**config.mk**
```make
export PLATFORM = sky130hd
export DESIGN_NAME = spi_bus_arbiter
export DESIGN_NICKNAME = d
export VERILOG_FILES = /design/src/rtl/spi_bus_arbiter.sv
export SDC_FILE = /design/constraint.sdc
export NUM_CORES = 1
export LEC_CHECK = 0
export CAP_MARGIN = 20
export CORE_AREA = 2 2 78 80
export CTS_CLUSTER_SIZE = 30
export DETAILED_ROUTE_END_ITERATION = 10
export DIE_AREA = 0 0 80 82
export DONT_BUFFER_PORTS = 1
export PLACE_DENSITY = 0.44
export SLEW_MARGIN = 20
export SYNTH_ARGS = -nofsm -noshare
export SYNTH_HDL_FRONTEND = slang
export SYNTH_SLANG_ARGS = --single-unit
```
**constraint.sdc**
```tcl
create_clock -name clk -period 2.25 [get_ports clk]
set_input_delay 0.45 -clock clk [delete_from_list [all_inputs] [get_ports clk]]
set_output_delay 0.45 -clock clk [all_outputs]
set_load 0.02 [all_outputs]
```
**src/rtl/spi_bus_arbiter.sv**
```systemverilog
`default_nettype none
// ============================================================================
// Module   : spi_bus_arbiter
// Purpose  : Shares one SPI byte engine between the flash loader (client 0) and
//            the SD/MMC controller (client 1), one chip-select transaction each.
// Options  : SPI_ARB_RR_EN - round-robin on tied claims (else client 0 priority)
// Revision : 1.0 - initial release
// ============================================================================

module spi_bus_arbiter #(
    parameter int CS_GAP = 2
) (
    input  logic       clk,
    input  logic       reset_n,

    input  logic       c0_claim,
    input  logic       c0_req,
    output logic       c0_ack,
    input  logic [7:0] c0_d,
    input  logic       c0_speed,
    output logic [7:0] c0_q,
    output logic       c0_cs_n,

    input  logic       c1_claim,
    input  logic       c1_req,
    output logic       c1_ack,
    input  logic [7:0] c1_d,
    input  logic       c1_speed,
    output logic [7:0] c1_q,
    output logic       c1_cs_n,

    output logic [1:0] grant,

    output logic       spi_req,
    input  logic       spi_ack,
    output logic [7:0] spi_d,
    input  logic [7:0] spi_q,
    output logic       spi_speed
);

    localparam logic [2:0] ST_SYNC = 3'd0;
    localparam logic [2:0] ST_IDLE = 3'd1;
    localparam logic [2:0] ST_OWN  = 3'd2;
    localparam logic [2:0] ST_BUSY = 3'd3;
    localparam logic [2:0] ST_GAP  = 3'd4;

    localparam int              GAP_W    = (CS_GAP > 1) ? $clog2(CS_GAP) : 1;
    localparam logic [GAP_W-1:0] GAP_LAST = GAP_W'(CS_GAP - 1);

    logic [2:0]       r_state;
    logic             r_owner;
    logic [GAP_W-1:0] r_gap_cnt;

    logic       w_c0_pend;
    logic       w_c1_pend;
    logic       w_any_claim;
    logic       w_own_claim;
    logic       w_own_pend;
    logic [7:0] w_own_d;
    logic       w_own_speed;
    logic       w_pick;
    logic       w_byte_done;

    always_comb begin
        w_c0_pend   = c0_req ^ c0_ack;
        w_c1_pend   = c1_req ^ c1_ack;
        w_any_claim = c0_claim | c1_claim;
        w_byte_done = (spi_ack == spi_req);
    end

    // Everything the owner presents, selected by the registered owner index.
    always_comb begin
        w_own_claim = c0_claim;
        w_own_pend  = w_c0_pend;
        w_own_d     = c0_d;
        w_own_speed = c0_speed;
        if (r_owner) begin
            w_own_claim = c1_claim;
            w_own_pend  = w_c1_pend;
            w_own_d     = c1_d;
            w_own_speed = c1_speed;
        end
    end

`ifdef SPI_ARB_RR_EN
    logic r_last_owner;

    // Starts at client 1 so that client 0 wins the first tie after reset.
    always_ff @(posedge clk or negedge reset_n) begin
        if (!reset_n) begin
            r_last_owner <= 1'b1;
        end else if (r_state == ST_IDLE && w_any_claim) begin
            r_last_owner <= w_pick;
        end
    end

    always_comb begin
        w_pick = c1_claim;
        if (c0_claim && c1_claim) begin
            w_pick = ~r_last_owner;
        end
    end
`else
    always_comb begin
        w_pick = ~c0_claim;
    end
`endif

    always_ff @(posedge clk or negedge reset_n) begin
        if (!reset_n) begin
            r_state   <= ST_SYNC;
            r_owner   <= 1'b0;
            r_gap_cnt <= '0;
            grant     <= 2'b00;
            c0_cs_n   <= 1'b1;
            c1_cs_n   <= 1'b1;
            spi_req   <= 1'b0;
        end else begin
            case (r_state)
                // The engine may have survived our reset mid-byte; adopt its
                // ack phase so a stale completion never reaches a client.
                ST_SYNC: begin
                    spi_req <= spi_ack;
                    r_state <= ST_IDLE;
                end
                ST_IDLE: begin
                    if (w_any_claim) begin
                        r_owner <= w_pick;
                        grant   <= w_pick ? 2'b10 : 2'b01;
                        c0_cs_n <= w_pick;
                        c1_cs_n <= ~w_pick;
                        r_state <= ST_OWN;
                    end
                end
                ST_OWN: begin
                    if (w_own_pend) begin
                        spi_req <= ~spi_req;
                        r_state <= ST_BUSY;
                    end else if (!w_own_claim) begin
                        grant     <= 2'b00;
                        c0_cs_n   <= 1'b1;
                        c1_cs_n   <= 1'b1;
                        r_gap_cnt <= '0;
                        r_state   <= ST_GAP;
                    end
                end
                ST_BUSY: begin
                    if (w_byte_done) begin
                        r_state <= ST_OWN;
                    end
                end
                ST_GAP: begin
                    if (r_gap_cnt == GAP_LAST) begin
                        r_state <= ST_IDLE;
                    end else begin
                        r_gap_cnt <= r_gap_cnt + GAP_W'(1);
                    end
                end
                default: begin
                    grant   <= 2'b00;
                    c0_cs_n <= 1'b1;
                    c1_cs_n <= 1'b1;
                    r_state <= ST_SYNC;
                end
            endcase
        end
    end

    // Engine data and speed only move when a byte is launched.
    always_ff @(posedge clk or negedge reset_n) begin
        if (!reset_n) begin
            spi_d     <= 8'h00;
            spi_speed <= 1'b0;
        end else if (r_state == ST_OWN && w_own_pend) begin
            spi_d     <= w_own_d;
            spi_speed <= w_own_speed;
        end
    end

    // Completion and read data go back to the owner only.
    always_ff @(posedge clk or negedge reset_n) begin
        if (!reset_n) begin
            c0_ack <= 1'b0;
            c0_q   <= 8'h00;
            c1_ack <= 1'b0;
            c1_q   <= 8'h00;
        end else if (r_state == ST_BUSY && w_byte_done) begin
            if (r_owner) begin
                c1_q   <= spi_q;
                c1_ack <= ~c1_ack;
            end else begin
                c0_q   <= spi_q;
                c0_ack <= ~c0_ack;
            end
        end
    end

endmodule

`default_nettype wire

```
==> results.txt, run 1 <==
The flow ran to the end, and the final reports show no timing, DRC or antenna violations. The time the worst path needs with I/O delays and setup is 1.93 ns. The cell-internal power was 1.91 mW. The switching share of total power is 40.2%, and the count of input and output buffers is 0. STA puts the critical path data arrival time at 2.11 ns.

The mean cell area of the mapped netlist was 13.3 um^2; the mapped cell area was 0.00167 mm^2. In the routed design, unresolved DRC markers number 0. The final design utilization was 33.0%.

The total clock buffers created by CTS was 5; the highest ir drop seen on vdd was 504 uV. For this block, the initial DRC count from the detailed router was 39. The number of top-level design ports was 65. Setup repair after global routing left no endpoint under its margin. In the routed layout, each cell is associated on average with a via count of 4.81.

The die covers 0.00656 mm^2. In this run the worst path has a maximum fanout of 6. The CTS clock-pin slew for the worst setup and hold paths was 0.07 ns; the row count was 28. The y dimension of the die was 82 um. The first global-routing pass estimated 5.44 mm of wire. The setup clock skew after layout was 0.00776 ns.

The tool flagged a number of max-cap violations equal to 0. For this run the aggregate overflow at the end of global routing stands at 0. In the final design database the tool counted 163 nets. The run gives 0 as the total setup violations reported at the end of the flow.

The largest net degree at the start of global routing is 38. STA classifies the critical path endpoint as a flop. At the pin with the least slew margin, the transition time is 0.493 ns. After routing the design area is 0.00189 mm^2.

The static leakage power was 0.809 nW; the sum of routed wire length over all layers was 3.43 mm. The initial antenna violation count came out at 0. During synthesis, Yosys emitted a total of 0 warnings.

The number of setup buffers added after CTS is 0, and the layout overhead on the synthesized area is 13.7%. The H-tree depth is 2, and the synthesized instance count is 125. Global routing used 11.0% of the available tracks.

The sequential fraction of design power is 52.0%. The run gives 1.28 mW as the power spent charging and discharging nets. The cell sitting at the root of the clock tree is a clkbuf_8. For this run, the top clock speed supported by timing is 518 MHz.

Per report_power, the combinational group accounts for 29.5% of the total. The logs give 55.7% for the sequential share of the synthesized area and 66.2% for the worst slew slack as a fraction of its limit. The HPWL after detailed placement was 2.54 mm; the fraction of final layout cells sized beyond drive strength 1 was 37.4%. For the worst-skew pair, the clock arrives at the later sink with an insertion delay of 0.29 ns. The initial utilization of the core area, before any placement, comes to 29.0%. In this run, distinct cell masters in the synthesized netlist total 34.

The final worst-path cycle share is 85.8%. The library cells used most frequently in the layout, excluding fill and tap cells, are dfrtp_1, mux2_2, clkbuf_8. The kind of critical path was reg2reg.

0 antenna diodes ended up in the layout. Clock tree synthesis found a total of 37 sinks. The run gives 0 as the final hold violation count. For this run, the detailed router's first-pass iteration total came to 4. The post-synthesis register bit count is 37. Leaving out fill and tap cells, the most frequent cell in the layout is dfrtp_1. For the via count of the first global-routing pass, the log shows 1079. Net count of the mapped netlist: 158.

The maximum clock path buffer count came out at 2. Path category of the worst min-delay check: in2reg. Dividing total power by cell area gives a power density of 1680 mW/mm^2. For the relative contribution of the clock network to total power, the log shows 18.5%.

The kind of start point of the critical path is a flop. At the worst endpoint, the required time is 2.43 ns. The core region is 0.00575 mm^2.

Summing all placed instances gives a cell area of 0.00175 mm^2. For the number of nets with antenna violations after detailed routing, the log shows 0. Routability-driven placement finished with a final weighted congestion of 0.800. For this block, the via count after detailed routing is 991. TritonCTS built the clock tree.

For the final routed database, the setup TNS stands at 0 ns. The floorplan step set the die width to 80 um. Dividing the detail-routed wire length by the instance count gives 16.7 um. For the final number of max-transition violations, the log shows 0.
## area by class of cell
cell class | instances | area, um^2
Clock buffer | 7 | 86.3
Inverter | 3 | 11.3
Fill cell | 587 | 3850
Tap cell | 75 | 93.8
Timing Repair Buffer | 4 | 45.0
Clock inverter | 1 | 30.0
Sequential cell | 37 | 928
Multi-Input combinational cell | 79 | 699
## power by group through the flow
stage / Sequential [mW] / Combinational [mW] / Clock, mW
detailed placement: 1.68 / 0.938 / 0
global placement: 1.67 / 0.903 / 0
floorplan: 1.52 / 0.871 / 0
finish: 1.66 / 0.942 / 0.589
global route: 1.72 / 1.05 / 0.640
CTS: 1.67 / 0.961 / 0.610
## per-stage QoR
step / power, mW / setup slack, ns / instances / hold slack, ns
CTS: 3.24 / 0.319 / 206 / 0.235
floorplan: 2.40 / 0.492 / 125 / 0.154
global placement: 2.58 / 0.382 / 196 / 0.156
global route: 3.41 / 0.199 / 206 / 0.230
detailed placement: 2.62 / 0.339 / 196 / 0.156
finish: 3.19 / 0.320 / 206 / 0.242
## worst paths after layout
kind,cells after the start,slack (ns),from,to
hold reg to reg,1,0.54,r_gap_cnt,r_gap_cnt
max in group asynchronous,2,1.40,reset_n,c0_cs_n
min in group asynchronous,2,0.60,reset_n,grant[0]
setup reg to reg,4,0.32,c0_ack,r_gap_cnt
setup / recovery,4,0.32,c0_ack,r_gap_cnt
hold / removal,1,0.24,c0_claim,r_owner
## synthesized netlist by cell type, drive strengths merged
cell type	n	area share [%]
a21o	1	0.45
a21oi	3	0.90
a221o	1	0.60
a22o	1	0.53
a31oi	1	0.38
and3	2	0.75
and3b	1	0.53
buf	2	0.75
clkbuf	4	0.90
dfrtp	35	53
dfstp	2	3.2
inv	3	0.68
mux2	35	24
mux2i	1	0.60
nand2	5	1.1
nand2b	1	0.38
nand3	2	0.90
nor2	3	0.68
nor3	2	0.60
nor3b	2	0.90
nor4	1	1.3
o211a	1	0.60
o211ai	1	0.45
o21a	1	0.45
o21ai	5	1.5
o22ai	1	0.38
o31ai	1	0.45
o32a	1	0.60
or4	1	0.45
xnor2	3	1.6
xor2	2	1.1
## sequential cells by signal, indices dropped and copies added, names as in the netlist
signal     count
spi_speed      1
c1_q           8
spi_req        1
r_state        3
c1_cs_n        1
spi_d          8
c0_ack         1
c1_ack         1
r_owner        1
grant          2
c0_cs_n        1
c0_q           8
r_gap_cnt      1
## metal layers
layer	vias up	GRT usage [%]	wire, um
li1	458	-	-
met1	495	12.4	1340
met2	33	17.6	1680
met3	5	6.15	368
met4	0	4.07	47
met5	-	0	0
## timing repair
action / 4_1_cts / 5_1_grt
setup endpoints to repair: 0 / 0
hold endpoints to repair: 37 / 0
hold buffers: 2 / 0
gates resized for setup: 0 / 0
## worst max-delay path, stage by stage (launching register included)
cell and delay (ns):
dfrtp_1 0.49, xnor2_1 0.23, mux2i_1 0.20, or4_1 0.63
a22o_1 0.28
## cell families after synthesis
group	after synthesis	share of synthesized area, %
flops	37	55.7
mux	36	24.5
simple gates	20	7.58
compound gates	18	7.28
buf+inv	9	2.33
xor+xnor	5	2.63
No activity file was read; power rests on OpenSTA's default activity.
==> run 2: changes to the inputs <==
--- a/config.mk
+++ b/config.mk
@@ -6,12 +6,12 @@
 export NUM_CORES = 1
 export LEC_CHECK = 0
 export CAP_MARGIN = 20
-export CORE_AREA = 2 2 78 80
+export CORE_AREA = 2 2 87 72
 export CTS_CLUSTER_SIZE = 30
 export DETAILED_ROUTE_END_ITERATION = 10
-export DIE_AREA = 0 0 80 82
+export DIE_AREA = 0 0 89 74
 export DONT_BUFFER_PORTS = 1
-export PLACE_DENSITY = 0.44
+export PLACE_DENSITY = 0.45
 export SLEW_MARGIN = 20
 export SYNTH_ARGS = -nofsm -noshare
 export SYNTH_HDL_FRONTEND = slang
==> constraint.sdc (replaced) <==
create_clock -name clk -period 1.6 [get_ports clk]
set_input_delay 0.32 -clock clk [delete_from_list [all_inputs] [get_ports clk]]
set_output_delay 0.32 -clock clk [all_outputs]
set_load 0.02 [all_outputs]
==> run 2 against run 1 <==
Via count increased by 5.3%; clock skew increased by 0.0030 ns; largest cell class unchanged; utilization increased by 3.6 points; clock-buffer cell count decreased by 2; maximum frequency increased by 22%; combinational power increased by 100%; sequential share of layout area decreased by 4.6 points; critical path depth unchanged.
==> results.txt, run 2 (same netlist as run 1, synthesis figures left out) <==
The run gives 0 (unchanged) as the remaining design rule violation count. The run gives 0.00576 mm^2 (was 0.00575 mm^2) as the core area. The number of stages on the worst hold path is 1 (unchanged). The post-detailed-placement cell area was 0.00190 mm^2 (was 0.00175 mm^2); the sum of routed wire length over all layers was 3.59 mm (was 3.43 mm). The maximum clock path buffer count was 2 (unchanged); the count of input and output buffers was 0 (unchanged). The delay of the slowest cell on the worst path was 0.53 ns (was 0.63 ns); the fraction of final layout cells sized beyond drive strength 1 was 51.4% (was 37.4%). The total clock sinks is 37 (unchanged), and the switching share of total power is 38.3% (was 40.2%). The commonest non-fill, non-tap cell in the layout is mux2_2 (was dfrtp_1). Clock root buffer master: clkbuf_8 (unchanged). The post-route standard cell area excluding fillers was 0.00210 mm^2 (was 0.00189 mm^2); the global placer's final weighted congestion was 0.746 (was 0.800). The die width was 89 um (was 80 um). The logs give 65 (unchanged) for the number of top-level design ports and 0 (unchanged) for the initial antenna violation count. The slew at the pin with the worst max-slew slack was 0.325 ns (was 0.493 ns). The y dimension of the die was 74 um (was 82 um); the H-tree depth was 2 (unchanged). The terminus of the critical flop-to-flop path was r_gap_cnt (unchanged).

The slowest stage cell on the critical path is or4_4 (was or4_1). The detailed-route wire length per cell was 15.8 um (was 16.7 um). The ratio of total power to cell area is 2410 mW/mm^2 (was 1680 mW/mm^2). Critical Path, Cell by Cell: xnor2_2, mux2i_2, or4_4, a22o_1 (was xnor2_1, mux2i_1, or4_1, a22o_1).

Time the worst path needs with I/O delays and setup: 1.58 ns (was 1.93 ns). The HPWL after detailed placement was 2.62 mm (was 2.54 mm). The final design utilization came out at 36.6% (was 33.0%). The tools report the count of nets after finishing as 178 (was 163).

The tools report the worst reg-to-reg setup slack as 0.02 ns (was 0.32 ns). The total of fill cells in the finished design is 561 (was 587). For the global-route wire length before repair, the log shows 5.84 mm (was 5.44 mm).

For the area of the multi-input gates, the log shows 741 um^2 (was 699 um^2). For the combined flip-flop and latch cell area, the log shows 935 um^2 (was 928 um^2). The tools report the terminating pin of the worst hold path as r_owner (unchanged). The tools report the via count of the first global-routing pass as 1145 (was 1079).

The path category of the worst min-delay check was in2reg (unchanged). The layout overhead on the synthesized area was 26.3% (was 13.7%). The number of cells on the worst reg-to-reg path works out to 4 (unchanged). The final hold violation count is 0 (unchanged). The post-layout total power is 5.06 mW (was 3.19 mW), and the least setup slack across all paths after layout is 0.0161 ns (was 0.320 ns). The tools report the startpoint of the lowest-slack hold path as c0_claim (unchanged). The total congestion overflow was 0 (unchanged); the total setup violations reported at the end of the flow was 0 (unchanged). Number of diodes added for antenna fixing: 0 (unchanged). The kind of start point of the critical path was a flop (unchanged).

The die outline area is 0.00659 mm^2 (was 0.00656 mm^2). The static leakage power came out at 0.911 nW (was 0.809 nW). TritonCTS built the clock tree. The post-detailed-route via-to-cell ratio is 4.60 (was 4.81).

For the clock insertion delay at the later pin of the skew report, the log shows 0.29 ns (about the same). Cell-internal power: 3.13 mW (was 1.91 mW). The final number of max-transition violations is 0 (unchanged), and the required time of the critical path is 1.79 ns (was 2.43 ns).

The highest ir drop seen on vdd was 740 uV (was 504 uV). The flow ran to the end, and the final reports show no timing, DRC or antenna violations. The kind of critical path is reg2reg (unchanged). For the worst-case setup slack after placement, the log shows -0.0688 ns (was 0.339 ns).

The CTS clock-pin slew for the worst setup and hold paths works out to 0.08 ns (was 0.07 ns). The tools report the achievable frequency as 631 MHz (was 518 MHz). Largest driver fanout on the critical path: 5 (was 6). Setup repair after global routing could not meet its margin everywhere. Element type at the critical path end: a flop (unchanged). The setup clock skew after layout came out at 0.0108 ns (was 0.00776 ns). The data arrival time of the critical path was 1.77 ns (was 2.11 ns). The tools report the via count as 1044 (was 991). The launch instance of the worst register-to-register path is c0_ack (unchanged). The tools report the initial core utilization as 29.0% (about the same).

The relative contribution of the clock network to total power is 19.1% (was 18.5%), and the overall routing resource usage is 12.1% (was 11.0%). Number of nets with antenna violations after detailed routing: 0 (unchanged). The number of iterations in the first detailed-routing pass is 4 (unchanged), and the worst slew slack as a fraction of its limit is 77.9% (was 66.2%).

Largest registers: c0_q x8, c1_q x8, spi_d x8 (unchanged). The sequential fraction of design power is 43.8% (was 52.0%). The power spent charging and discharging nets is 1.94 mW (was 1.28 mW). For the combinational power share, the log shows 37.1% (was 29.5%). Row count: 25 (was 28).

The run gives 38 (unchanged) as the largest net degree at the start of global routing. The number of max-cap violations was 0 (unchanged); the final worst-path cycle share was 99.0% (was 85.8%). For the initial DRC count, the log shows 20 (was 39). Highest-count cells in the layout ignoring fill and taps: mux2_2, dfrtp_1, buf_4 (was dfrtp_1, mux2_2, clkbuf_8). The total clock buffers created by CTS is 5 (unchanged).
==> run 2: changes by cell type in the layout (fill, tap and decap cells not counted), moves of 2 or more <==
cell / previous run / this run
dfrtp_1: 35 / 30
xnor2_2: 0 / 2
buf_4: 2 / 15
xnor2_1: 3 / 1
buf_12: 1 / 3
dfrtp_2: 0 / 5
==> run 2: layout make-up <==
type	count	area share [%]
multi-input cells	79	35.2
repair buffers	19	8.68
flip-flops and latches	37	44.4
clock inverters	3	3.09
clock buffers	5	3.27
inverters	3	0.535
well taps	81	4.82
==> run 2: per-layer routing <==
layer	wire length, um	share of wire, %	GRT usage (%)
met5	0	0	0
met4	46	1.3	3.98
met3	260	7.3	5.88
met2	1840	51	20.1
met1	1440	40	13.7
==> run 2: repair_timing <==
item,CTS,global route
pin swaps,0,1
resized for setup,3,2
endpoints found under the hold margin,37,0
setup endpoints to repair,2,17
hold buffers,2,0
cloned,0,0
buffers inserted,0,3
==> run 2: worst max path at each step <==
| stage | from | end |
|---|---|---|
| 5_1_grt | c0_ack | r_gap_cnt |
| 4_1_cts | c0_ack | r_gap_cnt |
| 3_3_place_gp | r_owner | r_gap_cnt |
| 3_5_place_dp | r_owner | r_gap_cnt |
| 6_report | c0_ack | r_gap_cnt |
| 2_1_floorplan | c0_ack | r_gap_cnt |
==> run 2: per-stage QoR <==
step                      hold WS, ns  TNS [ns]  instances
after global routing           0.0880   -0.0888        227
after global placement         0.0251         0        214
after floorplan                0.0244    -0.419        125
after detailed placement       0.0251   -0.0786        214
after CTS                      0.0948         0        224
final                           0.100         0        227
==> run 2: critical path, delay by kind of cell (launching register included) <==
kind	cells	cell delay, ns
and+or+nand+nor	1	0.53
xor gates and xnor gates	1	0.14
DFF	1	0.43
AOI/OAI and AO/OA	1	0.25
muxes	1	0.13
==> run 2: power by group through the flow <==
stage          clock network, mW  registers (mW)  logic, mW
6_report                   0.970            2.22       1.88
3_5_place_dp                   0            2.24       1.77
4_1_cts                    0.994            2.23       1.83
2_1_floorplan                  0            2.16       1.27
5_1_grt                     1.04            2.28       2.05
3_3_place_gp                   0            2.23       1.71
==> run 3: changes to the inputs <==
--- a/config.mk
+++ b/config.mk
@@ -6,10 +6,10 @@
 export NUM_CORES = 1
 export LEC_CHECK = 0
 export CAP_MARGIN = 20
-export CORE_AREA = 2 2 87 72
+export CORE_AREA = 3 3 88 73
 export CTS_CLUSTER_SIZE = 30
 export DETAILED_ROUTE_END_ITERATION = 10
-export DIE_AREA = 0 0 89 74
+export DIE_AREA = 0 0 91 76
 export DONT_BUFFER_PORTS = 1
 export PLACE_DENSITY = 0.45
 export SLEW_MARGIN = 20
==> run 3 against run 2 <==
Critical endpoint unchanged; first-iteration DRC count is 15% higher; worst hold slack improved by 0.017 ns; cell count down 3.1%; critical path depth down 1; largest power group unchanged; sequential power about the same; clock-buffer cell count is the same; largest cell class unchanged; global-route usage fell by 1.4 points; sequential share of layout area is 0.88 points higher; critical path type unchanged.
==> results.txt, run 3 (same netlist as run 1, synthesis figures left out) <==
Largest registers: c0_q x8, c1_q x8, spi_d x8 (unchanged). The tools report the worst slew slack as a fraction of its limit as 78.8% (was 77.9%). Setup repair after global routing left no endpoint under its margin. Element type at the critical path end: a flop (unchanged). For the final hold violation count, the log shows 0 (unchanged). The commonest non-fill, non-tap cell in the layout is mux2_2 (unchanged).

The switching share of total power is 38.2% (was 38.3%), and the number of top-level design ports is 65 (unchanged). The highest ir drop seen on vdd is 716 uV (was 740 uV). The row count was 24 (was 25).

The detailed-route wire length per cell works out to 16.0 um (was 15.8 um). The run gives 3.51 mm (was 3.59 mm) as the sum of routed wire length over all layers. The core area was 0.00553 mm^2 (was 0.00576 mm^2). The post-route standard cell area excluding fillers was 0.00206 mm^2 (was 0.00210 mm^2). TritonCTS built the clock tree. The logs give 1.74 ns (was 1.77 ns) for the data arrival time of the critical path and 933 um^2 (was 935 um^2) for the combined flip-flop and latch cell area. The sequential fraction of design power came out at 45.0% (was 43.8%). For the static leakage power, the log shows 0.892 nW (was 0.911 nW). The largest driver fanout on the critical path was 6 (was 5).

The post-detailed-route via-to-cell ratio was 4.86 (was 4.60); the number of nets with antenna violations after detailed routing was 0 (unchanged). Number of max-cap violations: 0 (unchanged). The number of diodes added for antenna fixing is 0 (unchanged), and the post-layout total power is 4.93 mW (was 5.06 mW). The total setup violations reported at the end of the flow is 0 (unchanged). The logs give 23 (was 20) for the initial DRC count and 10.7% (was 12.1%) for the overall routing resource usage. The run gives 4 (unchanged) as the number of iterations in the first detailed-routing pass. The initial antenna violation count is 0 (unchanged). The tools report the achievable frequency as 640 MHz (was 631 MHz). CTS clock-pin slew for the worst setup and hold paths: 0.07 ns (was 0.08 ns).

The terminating pin of the worst hold path was r_owner (unchanged). The logs give 35.7% (was 37.1%) for the combinational power share and 566 (was 561) for the total of fill cells in the finished design. The layout overhead on the synthesized area is 23.6% (was 26.3%), and the ratio of total power to cell area is 2390 mW/mm^2 (was 2410 mW/mm^2). The tools report the total negative slack for setup checks as 0 ns (unchanged). The tools report the setup clock skew after layout as 0.00730 ns (was 0.0108 ns).

The initial core utilization was 30.2% (was 29.0%). The tools report the startpoint of the lowest-slack hold path as c0_claim (unchanged). Critical path startpoint: r_owner (was c0_ack). For the via count of the first global-routing pass, the log shows 1180 (was 1145). The final number of max-transition violations is 0 (unchanged). Slowest stage cell on the critical path: or4_4 (unchanged). The total instance count after detailed placement came out at 209 (was 214).

Highest-count cells in the layout ignoring fill and taps: mux2_2, dfrtp_1, buf_4 (unchanged). The run gives 2 (unchanged) as the maximum clock path buffer count. The relative contribution of the clock network to total power is 19.3% (was 19.1%), and the critical path buffer and inverter count is 0 (unchanged).

The fraction of final layout cells sized beyond drive strength 1 works out to 49.3% (was 51.4%). The count of nets after finishing was 174 (was 178). The launch instance of the worst register-to-register path is r_owner (was c0_ack). The run gives 1.88 mW (was 1.94 mW) as the power spent charging and discharging nets. Critical Path, Cell by Cell: mux2_4, or4_4, a22o_1 (was xnor2_2, mux2i_2, or4_4, a22o_1). Post-detailed-placement cell area: 0.00187 mm^2 (was 0.00190 mm^2). Terminus of the critical flop-to-flop path: r_gap_cnt (unchanged). The flow ran to the end, and the final reports show no timing, DRC or antenna violations.

The time the worst path needs with I/O delays and setup was 1.56 ns (was 1.58 ns). The clock root buffer master was clkbuf_8 (unchanged). The final worst-path cycle share works out to 97.7% (was 99.0%).

The global-route wire length before repair is 5.95 mm (was 5.84 mm), and the worst reg-to-reg setup slack is 0.04 ns (was 0.02 ns). The total clock buffers created by CTS was 5 (unchanged). Kind of start point of the critical path: a flop (unchanged). The required time of the critical path is 1.77 ns (was 1.79 ns), and the delay of the slowest cell on the worst path is 0.46 ns (was 0.53 ns). The die outline area is 0.00692 mm^2 (was 0.00659 mm^2). The logs give 37 (unchanged) for the total clock sinks and 2 (unchanged) for the H-tree depth.

The run gives 1069 (was 1044) as the via count. The cell class contributing the biggest share of worst-path delay was simple AND/OR/NAND/NOR gates (unchanged). The tools report the cell-internal power as 3.05 mW (was 3.13 mW).

The die width is 91 um (was 89 um), and the area of the multi-input gates is 741 um^2 (unchanged). The slew at the pin with the worst max-slew slack is 0.317 ns (was 0.325 ns). The path category of the worst min-delay check is in2reg (unchanged).

For the HPWL after detailed placement, the log shows 2.56 mm (was 2.62 mm). The clock insertion delay at the later pin of the skew report was 0.29 ns (about the same); the number of non-filler instances in the completed layout was 220 (was 227). The number of stages on the worst hold path was 1 (unchanged).

The count of input and output buffers is 0 (unchanged), and the number of cells on the worst reg-to-reg path is 3 (was 4). The total congestion overflow was 0 (unchanged); the largest net degree at the start of global routing was 38 (unchanged). The remaining design rule violation count is 0 (unchanged). The global placer's final weighted congestion was 0.744 (was 0.746); the y dimension of the die was 76 um (was 74 um).

The kind of critical path is reg2reg (unchanged).
==> run 3: power by group through the flow <==
stage | logic (mW) | clock network (mW) | registers [mW]
finish | 1.76 | 0.952 | 2.22
global route | 1.95 | 1.04 | 2.28
CTS | 1.76 | 0.986 | 2.23
detailed placement | 1.70 | 0 | 2.23
global placement | 1.66 | 0 | 2.23
floorplan | 1.27 | 0 | 2.16
==> run 3: stage by stage <==
step           setup WS, ns  util [%]  hold slack [ns]
2_1_floorplan       -0.0649         -           0.0244
3_3_place_gp       -0.00277      33.8           0.0252
3_5_place_dp        -0.0257      33.8           0.0251
4_1_cts              0.0276      36.9            0.108
5_1_grt             0.00276      37.3            0.101
6_report             0.0369      37.3            0.117
==> run 3: how the worst max path moves through the flow <==
stage,cells past startpoint,to,slack [ns]
floorplan,5,r_gap_cnt,-0.06
detailed placement,3,r_gap_cnt,-0.03
global route,3,r_gap_cnt,0.003
finish,3,r_gap_cnt,0.04
CTS,5,c1_q[4],0.03
global placement,3,r_gap_cnt,-0.003
==> run 3: metal layers <==
layer  wire (um)  track usage (%)  part of all wire [%]  vias up
li1            -                -                     -      481
met1        1350             11.7                    38      537
met2        1820             18.5                    52       41
met3         273             4.05                   7.8       10
met4          73             4.37                   2.1        0
met5           0                0                     0        -
==> run 3: area by class of cell <==
type                            count  share of cell area [%]
Timing Repair Buffer               15                    6.98
Tap cell                           78                    4.74
Clock buffer                        5                    3.34
Clock inverter                      3                    3.16
Sequential cell                    37                    45.3
Multi-Input combinational cell     79                    35.9
Inverter                            3                   0.546
==> run 3: timing repair <==
item                                    in CTS  in global routing
hold buffers                                 2                  0
endpoints found under the setup margin      10                 16
endpoints found under the hold margin       37                  0
gates resized for setup                      2                  3
setup buffers                                0                  1
